==> config.mk <==
export PLATFORM = sky130hd
export DESIGN_NAME = synthesizer_input_stretcher
export DESIGN_NICKNAME = d
export VERILOG_FILES = /design/src/rtl/synthesizer_input_stretcher.sv
export SDC_FILE = /design/constraint.sdc
export NUM_CORES = 2
export LEC_CHECK = 0
export ABC_CLOCK_PERIOD_IN_PS = 5000
export CORE_MARGIN = 1
export CORE_UTILIZATION = 45
export CTS_BUF_LIST = sky130_fd_sc_hd__clkbuf_4
export CTS_CLUSTER_DIAMETER = 60
export DETAILED_ROUTE_END_ITERATION = 7
export GPL_TIMING_DRIVEN = 0
export SYNTH_ARGS = -nofsm -noshare
export SYNTH_HDL_FRONTEND = slang
export SYNTH_SLANG_ARGS = --single-unit
==> constraint.sdc <==
create_clock -name Clk -period 5 [get_ports Clk]
set_input_delay 1.5 -clock Clk [delete_from_list [all_inputs] [get_ports Clk]]
set_output_delay 1.5 -clock Clk [all_outputs]
set_load 0.03 [all_outputs]
==> src/rtl/synthesizer_input_stretcher.sv <==
// Re-spaces back-to-back channel frames into one output sample every OUTPUT_SPACING cycles.
// Define SYNTH_STRETCHER_STATS_EN to add the Stats_frames_out / Stats_underflows ports.
module synthesizer_input_stretcher #(
    parameter int NUM_CHANNELS   = 16,
    parameter int DATA_WIDTH     = 22,
    parameter int FIFO_DEPTH     = 64,
    parameter int OUTPUT_SPACING = 4
) (
    input  logic                              Clk,
    input  logic                              Rst_n,
    input  logic                              Input_valid,
    input  logic [$clog2(NUM_CHANNELS)-1:0]   Input_index,
    input  logic                              Input_last,
    input  logic [1:0][DATA_WIDTH-1:0]        Input_data,
    input  logic [NUM_CHANNELS-1:0]           Channel_mask,
    output logic                              Output_valid,
    output logic [$clog2(NUM_CHANNELS)-1:0]   Output_index,
    output logic                              Output_last,
    output logic [1:0][DATA_WIDTH-1:0]        Output_data,
    output logic                              Error_overflow,
    output logic                              Error_underflow,
    output logic                              Error_sequence
`ifdef SYNTH_STRETCHER_STATS_EN
    ,
    output logic [31:0]                       Stats_frames_out,
    output logic [15:0]                       Stats_underflows
`endif
);

    localparam int IDX_W  = $clog2(NUM_CHANNELS);
    localparam int ADDR_W = $clog2(FIFO_DEPTH);
    localparam int PTR_W  = ADDR_W + 1;
    localparam int FC_W   = $clog2(FIFO_DEPTH / NUM_CHANNELS) + 1;
    localparam int SLOT_W = (OUTPUT_SPACING > 1) ? $clog2(OUTPUT_SPACING) : 1;
    localparam logic [IDX_W-1:0]  LAST_IDX    = IDX_W'(NUM_CHANNELS - 1);
    localparam logic [SLOT_W-1:0] SLOT_RELOAD = SLOT_W'(OUTPUT_SPACING - 1);

    typedef enum logic {IDLE, EMIT} state_t;

    logic [1:0][DATA_WIDTH-1:0] mem [FIFO_DEPTH];

    logic [PTR_W-1:0]  wr_ptr, commit_ptr, rd_ptr;
    logic [IDX_W-1:0]  exp_idx, out_idx;
    logic              resync;
    logic [FC_W-1:0]   frame_cnt, frame_cnt_nxt;
    logic [SLOT_W-1:0] slot_cnt;
    state_t            state, state_nxt;

    logic exp_last, idx_ok, take, fifo_full, fifo_empty;
    logic wr_en, overflow, seq_err, last_wr;
    logic slot_due, rd_en, underflow, out_last_now, last_rd;

    // commit_ptr marks the end of the last complete frame; reads never pass it,
    // so a partial frame can always be rewound safely.
    assign exp_last   = (exp_idx == LAST_IDX);
    assign idx_ok     = (Input_index == exp_idx) && (Input_last == exp_last);
    assign take       = Input_valid && idx_ok;
    assign fifo_full  = (wr_ptr[ADDR_W] != rd_ptr[ADDR_W]) &&
                        (wr_ptr[ADDR_W-1:0] == rd_ptr[ADDR_W-1:0]);
    assign fifo_empty = (rd_ptr == commit_ptr);
    assign wr_en      = take && !fifo_full;
    assign overflow   = take && fifo_full;
    assign seq_err    = Input_valid && !idx_ok && !resync;
    assign last_wr    = wr_en && exp_last;

    always_ff @(posedge Clk or negedge Rst_n) begin
        if (!Rst_n) begin
            wr_ptr     <= '0;
            commit_ptr <= '0;
            exp_idx    <= '0;
            resync     <= 1'b0;
        end else if (wr_en) begin
            wr_ptr  <= wr_ptr + PTR_W'(1);
            exp_idx <= exp_last ? '0 : exp_idx + IDX_W'(1);
            resync  <= 1'b0;
            if (exp_last)
                commit_ptr <= wr_ptr + PTR_W'(1);
        end else if (seq_err || overflow) begin
            wr_ptr  <= commit_ptr;
            exp_idx <= '0;
            resync  <= 1'b1;
        end
    end

    always_ff @(posedge Clk) begin
        if (wr_en)
            mem[wr_ptr[ADDR_W-1:0]] <= Input_data;
    end

    always_comb begin
        frame_cnt_nxt = frame_cnt;
        if (last_wr && !last_rd)
            frame_cnt_nxt = frame_cnt + FC_W'(1);
        else if (!last_wr && last_rd)
            frame_cnt_nxt = frame_cnt - FC_W'(1);
    end

    always_ff @(posedge Clk or negedge Rst_n) begin
        if (!Rst_n)
            frame_cnt <= '0;
        else
            frame_cnt <= frame_cnt_nxt;
    end

    always_ff @(posedge Clk or negedge Rst_n) begin
        if (!Rst_n)
            state <= IDLE;
        else
            state <= state_nxt;
    end

    // Using the post-update frame count lets a frame completing this cycle start
    // emission immediately and keeps back-to-back frames on the same slot grid.
    always_comb begin
        state_nxt = state;
        case (state)
            IDLE:    if (frame_cnt_nxt != '0) state_nxt = EMIT;
            EMIT:    if (slot_due && out_last_now && frame_cnt_nxt == '0) state_nxt = IDLE;
            default: state_nxt = IDLE;
        endcase
    end

    always_comb begin
        slot_due     = (state == EMIT) && (slot_cnt == '0);
        out_last_now = (out_idx == LAST_IDX);
        rd_en        = slot_due && !fifo_empty;
        underflow    = slot_due && fifo_empty;
        last_rd      = rd_en && out_last_now;
    end

    always_ff @(posedge Clk or negedge Rst_n) begin
        if (!Rst_n) begin
            rd_ptr   <= '0;
            slot_cnt <= '0;
            out_idx  <= '0;
        end else begin
            if (rd_en)
                rd_ptr <= rd_ptr + PTR_W'(1);
            if (state == IDLE) begin
                slot_cnt <= '0;
                out_idx  <= '0;
            end else if (slot_due) begin
                slot_cnt <= SLOT_RELOAD;
                out_idx  <= out_last_now ? '0 : out_idx + IDX_W'(1);
            end else begin
                slot_cnt <= slot_cnt - SLOT_W'(1);
            end
        end
    end

    // An underflowed slot still emits its index/last so downstream frame alignment holds.
    always_ff @(posedge Clk or negedge Rst_n) begin
        if (!Rst_n) begin
            Output_valid    <= 1'b0;
            Output_index    <= '0;
            Output_last     <= 1'b0;
            Output_data     <= '0;
            Error_overflow  <= 1'b0;
            Error_underflow <= 1'b0;
            Error_sequence  <= 1'b0;
        end else begin
            Output_valid    <= slot_due;
            Output_index    <= slot_due ? out_idx : '0;
            Output_last     <= slot_due && out_last_now;
            Output_data     <= (rd_en && Channel_mask[out_idx]) ? mem[rd_ptr[ADDR_W-1:0]] : '0;
            Error_overflow  <= overflow;
            Error_underflow <= underflow;
            Error_sequence  <= seq_err;
        end
    end

`ifdef SYNTH_STRETCHER_STATS_EN
    always_ff @(posedge Clk or negedge Rst_n) begin
        if (!Rst_n) begin
            Stats_frames_out <= '0;
            Stats_underflows <= '0;
        end else begin
            if (slot_due && out_last_now)
                Stats_frames_out <= Stats_frames_out + 32'd1;
            if (underflow && Stats_underflows != 16'hFFFF)
                Stats_underflows <= Stats_underflows + 16'd1;
        end
    end
`endif

endmodule

Yosys cells after proc, flatten, opt, wreduce, memory -nomap -nowiden

Memories as Yosys holds them, arrays and structs flattened.
Index checks and enable logic that the tools add are counted.

Memories: 1
Logic and storage cells: 87
Bits in read-only memories: 0
RAM bits: 2816
Flip-flop bits (word level): 89
Output and inout bits: 53
Bits in latches: 0
Input port bits: 68

Memory list:

| name | depth | bits a word | rd ports | clocked after Yosys merged registers in | write ports | RTL line | source |
|---|---|---|---|---|---|---|---|
| mem  | 64    | 44          | 1        | 0                                       | 1           | 40       | `logic [1:0][DATA_WIDTH-1:0] mem [FIFO_DEPTH];` |

Div/mod/pow operators: 0
Muxes and demuxes: 23
Multipliers: 0
Shift-type cells: 0
Eq/ne operators: 8
Add/sub/neg operators: 7
Bitwise logic cells: 1
Order comparisons: 1
Reductions and logical operators: 29

Operator list:

| operator                                                                      | count |
|---|---|
| 44-bit two-way mux                                                            | 1 |
| 4-bit two-way mux                                                             | 7 |
| 1-bit logical AND                                                             | 17 |
| 7-bit by 1-bit adder with 7-bit output (second input constant)                | 2 |
| 7-bit two-way mux                                                             | 2 |
| 4-bit by 1-bit adder with 4-bit output (second input constant)                | 2 |
| 4-bit == test (second input constant)                                         | 2 |
| 7-bit == test                                                                 | 1 |
| 1-bit two-way mux                                                             | 7 |
| 6-bit == test                                                                 | 1 |
| 1-bit logical NOT                                                             | 6 |
| 3-bit two-way mux                                                             | 2 |
| 4-bit by 5-bit less-than comparator with 1-bit output (second input constant) | 1 |
| 1-bit binary-select mux with 4-bit select                                     | 1 |
| 4-bit == test                                                                 | 1 |
| 2-bit two-way mux                                                             | 2 |
| 3-bit by 1-bit adder with 3-bit output (second input constant)                | 1 |
| 3-bit logical NOT                                                             | 1 |
| 3-bit nonzero test                                                            | 1 |
| 3-bit by 1-bit subtractor with 3-bit output (second input constant)           | 1 |
| 2-bit logical NOT                                                             | 1 |
| 2-bit by 1-bit inequality test with 1-bit output (second input constant)      | 1 |
| 1-bit one-hot mux with 2 select lines                                         | 1 |
| 2-bit AND reduction                                                           | 1 |
| 6 further kinds                                                               | 6 |

Logic depth before layout (Yosys ltp)

Word-level depth: 14
Depth in mapped cells: 11
Mapped depth without buffers: 8

Least setup slack after synthesis

No wires, ideal clock.

Path type: input-to-reg
From: in Input_index[0]
To: mem mem[62][0] in the netlist's numbering, enable pin
Library setup time: 0.446 ns
Data required time: 4.554 ns
Stages on the path: 8
Arrival time: 4.800 ns
Buffers on the path: 2
Setup slack: -0.246 ns
Cells stage by stage: xor2_1 a211oi_2 and4_4 and2_2 buf_2 buf_2 nand4b_1 nor2_1

Word-level cells in the longest chain between the ends: 6

Ends and longest elaborated chain:

| element                                 | RTL line | source |
|---|---|---|
| start, declared                         | 12       | `input logic [$clog2(NUM_CHANNELS)-1:0] Input_index,` |
| 4-bit == test                           | 56       | `assign idx_ok = (Input_index == exp_idx) && (Input_last == exp_last);` |
| 1-bit logical AND                       | 56       |  |
| 1-bit logical AND                       | 57       | `assign take = Input_valid && idx_ok;` |
| 1-bit logical AND                       | 61       | `assign wr_en = take && !fifo_full;` |
| 1-bit two-way mux                       | 86       | `if (wr_en)` |
| 1-bit two-way mux (not written as such) | 87       | `mem[wr_ptr[ADDR_W-1:0]] <= Input_data;` |
| end, declared                           | 40       |  |

Every way passes these cells.

Final worst setup path

From: reg rd_ptr[4]
To: reg Output_data[36] in the netlist's numbering

Word-level cells in the longest chain between the ends: 5
Elaborated cells between the ends (all ways): 6
Classes of those cells: 1 x eq/ne; 1 x mux; 3 x reduce/logical; 1 x memory

Ends and longest elaborated chain:

| element                                                                         | RTL line | source |
|---|---|---|
| start, declared                                                                 | 42       | `logic [PTR_W-1:0] wr_ptr, commit_ptr, rd_ptr;` |
| start signal, assigned                                                          | 138      | `rd_ptr <= rd_ptr + PTR_W'(1);` |
| parallel branches: the longest is 4 deep, another holds memory read 64 x 44 bit | -        |  |
| 44-bit two-way mux *                                                            | 165      | `Output_data <= (rd_en && Channel_mask[out_idx]) ? mem[rd_ptr[ADDR_W-1:0]] : '0;` |
| end signal, assigned                                                            | 165      |  |
| end, declared                                                                   | 19       | `output logic [1:0][DATA_WIDTH-1:0] Output_data,` |

Every way passes the cells marked *.
A chain may end at the register's enable or synchronous reset.

==> summary by stage <==
Status
The flow ran to the end, but the final reports show violations. The final reports fail on setup timing.

Pwr
In this run the power density over the cells is 365 nW/um2. The analysis attributes to cell leakage a power of 40.5 nW. The maximum VDD drop is roughly 230 uV.

Place
The placed standard-cell area is between 100000 and 150000 um2. The number of port buffers is 120. After legalization and detailed placement, the total HPWL measured 230 mm. At the end of routability-driven placement, the weighted congestion stood at 0.843.

Worst setup path
STA puts the critical path data arrival time at between 6000 and 7000 ps. The top fanout value on the critical path is 10. The largest incremental delay on the critical path is between 900 and 1000 ps. The critical path goes through clkbuf_1 > clkbuf_1 > nand2_1 > clkbuf_1 > a211oi_1 > a21oi_1 > a21oi_1. The worst setup path is of the flop to flop kind. On the critical path, the stage with the largest delay is an instance of sky130_fd_sc_hd__a211oi_1. At the worst endpoint, the required time is 6280 ps. STA classifies the critical path endpoint as a flop.

The critical path launch point type is a flop. The family with the most delay on the worst path is buffers and inverters. The cell repeated most along the worst path is sky130_fd_sc_hd__clkbuf_1. The count of buffer and inverter cells on the critical path is 3.

Timing
The highest clock frequency the design can meet is 0.196 GHz. The setup clock skew after layout is around 140 ps. The max-slew violation count is 0.

The transition time at the pin with the least slew margin is ~1500 ps. The minimum clock period is between 5000 and 6000 ps. The final number of setup-violating endpoints is 18.

Setup repair after global routing left no endpoint under its margin. The final worst-path cycle share is 102%. The worst slew margin relative to its limit is under 10%. The number of hold-slack violations in the final timing report is 0. The summed negative setup slack over all endpoints is -398 ps. The worst setup slack after layout is -93.9 ps.

Clocking
The number of gates given a new drive strength after cts is 0. The clock sink total is between 2k and 3k. TritonCTS built the clock tree. In this run the number of H-tree levels came out at 6. The root cell of the clock tree is sky130_fd_sc_hd__clkbuf_4. The maximum count of clock buffers along a single path is 4. The number of clock buffers added by TritonCTS is between 700 and 800. The clock-pin slew reported for the worst setup and hold paths after clock tree synthesis is around 60 ps. At the later pin of the worst-skew pair, clock insertion delay measures approximately 1500 ps.

Synthesis
The synthesized netlist contains 58 unique library cells. The synthesized design contains roughly 2.9k register bits. The number of synthesized flops with an enable pin is approximately 2.8k. The total standard cell area after synthesis is 111000 um2. For this run, the leading register cell type out of synthesis is sky130_fd_sc_hd__edfxtp_1.

The area share of the largest cell type after synthesis is about three quarters. After synthesis, the share of flip-flops with an asynchronous set or reset is 3.06%. The share of synthesized area occupied by flip-flops and latches is 78.1%. After synthesis, the cell types taking the most area are sky130_fd_sc_hd__edfxtp_1, sky130_fd_sc_hd__mux4_2, sky130_fd_sc_hd__dfrtp_1.

Synthesis produced a netlist whose cell count is roughly 4.8k. In the synthesized netlist, the cells that appear most often are sky130_fd_sc_hd__edfxtp_1, sky130_fd_sc_hd__mux4_2, sky130_fd_sc_hd__a21oi_1. The total number of yosys warnings is 0. Yosys instantiated no cell more often than sky130_fd_sc_hd__edfxtp_1. The synthesized design spends more area on one cell type than any other, namely sky130_fd_sc_hd__edfxtp_1.

When the netlist entered floorplanning its net count stood at between 4k and 5k. The post-synthesis area per instance is ~23 um2.

Die
roughly 120 I/O pins were placed. The floorplan step set the die height to between 400 and 500 um. The die covers between 200000 and 250000 um2. The core region is 246000 um2. The die is 499 um wide. The effective utilization at floorplan is between 40% and 50%. After floorplanning, the core was divided into 182 placement rows.

Detailed routing
The first detailed-routing pass ran for 5 iterations. The count of nets left with antenna violations once routing finished came out at 0. Summed over all layers, the routed wires come to about 340 mm. Summing over every cut layer, the via total after detailed routing is approximately 60k. For this run, design rule violations remaining after detail routing come to 0.

The average via count per standard cell is approximately 6.1. The initial DRC count is roughly 8.2k. Dividing the detail-routed wire length by the instance count gives ~36 um.

Final layout
The final layout contains 5913 nets. The final standard cell area without fillers is 130000 um2. The filler cell count is slightly below 20k. The area growth from synthesis to layout is 16.6%. Of the cells placed in the final design, the portion with a size suffix greater than 1 is between 30% and 40%.

GRT
The number of global-route vias before repair was ~59k. For this run the aggregate overflow at the end of global routing stands at 0. The initial antenna violation count came to 21. The total routing resource utilization after global routing is roughly 27%.

The largest net degree at the start of global routing is between 60 and 70. The first global-routing pass estimated 465 mm of wire.

Hold path
The path class of the tightest hold or removal check is primary input to flop.

Job
The tool flagged a number of max-cap violations equal to 0.
[cells by family after synthesis]
kind of cell / count (synthesis) / share of synthesized area [%]
DFF: 2905 / 78.1
muxes: 893 / 16.7
AOI/OAI and AO/OA: 372 / 2.24
and+or+nand+nor: 286 / 1.34
buffers and inverters: 280 / 1.30
xor gates and xnor gates: 33 / 0.260
adders and majority gates: 8 / 0.0890
[routing by layer]
layer	up-vias	part of all wire, %	GRT usage (%)
li1	23000	-	-
met1	31100	38	37.3
met2	3828	46	41.6
met3	607	12	8.18
met4	6	3.9	11.0
met5	-	0.012	0
[stage by stage]
step	power (mW)	util (%)	instances	setup slack [ps]	hold WS (ps)
2_1_floorplan	27.4	-	4777	-246	402
4_1_cts	47.6	52.6	9548	91.4	242
3_3_place_gp	27.9	47.3	8117	-4800	426
6_report	47.3	52.7	9583	-93.9	416
5_1_grt	48.8	52.7	9576	22.6	285
3_5_place_dp	28.0	48.9	8292	-1020	429
[worst paths after layout]
kind,slack (ps),to,from,depth (start not counted)
max reg2reg,-90,Output_data[36]$_DFF_PN0_,rd_ptr[4]$_DFFE_PN0N_,7
min,420,mem[11][3]$_DFFE_PP_,Input_data[3],1
min reg2reg,430,slot_cnt[0]$_DFF_PN0_,slot_cnt[0]$_DFF_PN0_,1
max,-90,Output_data[36]$_DFF_PN0_,rd_ptr[4]$_DFFE_PN0N_,7
min in group asynchronous,500,Output_data[15]$_DFF_PN0_,Rst_n,2
max in group asynchronous,3590,Output_data[34]$_DFF_PN0_,Rst_n,3
[area by class of cell]
class                   count  area (um2)  share of cell area (%)
well taps                3220        4030                    3.11
clock buffers            1064        7990                    6.17
plain buffers             268        1410                    1.09
diodes                     16        40.0                  0.0309
multi-input cells        1592       23400                    18.0
inverters                  12        45.0                  0.0348
clock inverters           191        1110                   0.860
repair buffers            315        4760                    3.68
flip-flops and latches   2905       86800                    67.0
[registers in the layout (all words and copies together), names as in the netlist]
register         count
slot_cnt             2
exp_idx              4
state                1
Output_data         44
Error_sequence       1
resync               1
Output_index         4
Error_underflow      1
wr_ptr               7
out_idx              4
Output_valid         1
rd_ptr               7
mem               2816
Error_overflow       1
Output_last          1
frame_cnt            3
commit_ptr           7
[report_power, final]
| part | switching [mW] | total (mW) | internal (mW) |
|---|---|---|---|
| sequential | 0.0229 | 26.7 | 26.7 |
| combinational | 0.575 | 0.747 | 0.172 |
| clock | 9.55 | 19.8 | 10.3 |
[layout by cell type, fill, tap and decap left out, drive strengths merged, types with 75 or more instances in the layout]
cell and count:
nor2b 87, clkbuf 1143, dfrtp 89, a21oi 127, mux2i 121, clkinv 157, clkdlybuf4s50 75, nor2 95
buf 428, mux4 764, a211oi 124, edfxtp 2816
[repair_timing]
| item | CTS | global route |
|---|---|---|
| setup buffers | 0 | 19 |
| setup endpoints to repair | 0 | 127 |
| hold endpoints to repair | 21 | 0 |
| hold buffers | 1 | 0 |
Note: power is estimated with default switching activity, not from simulation.
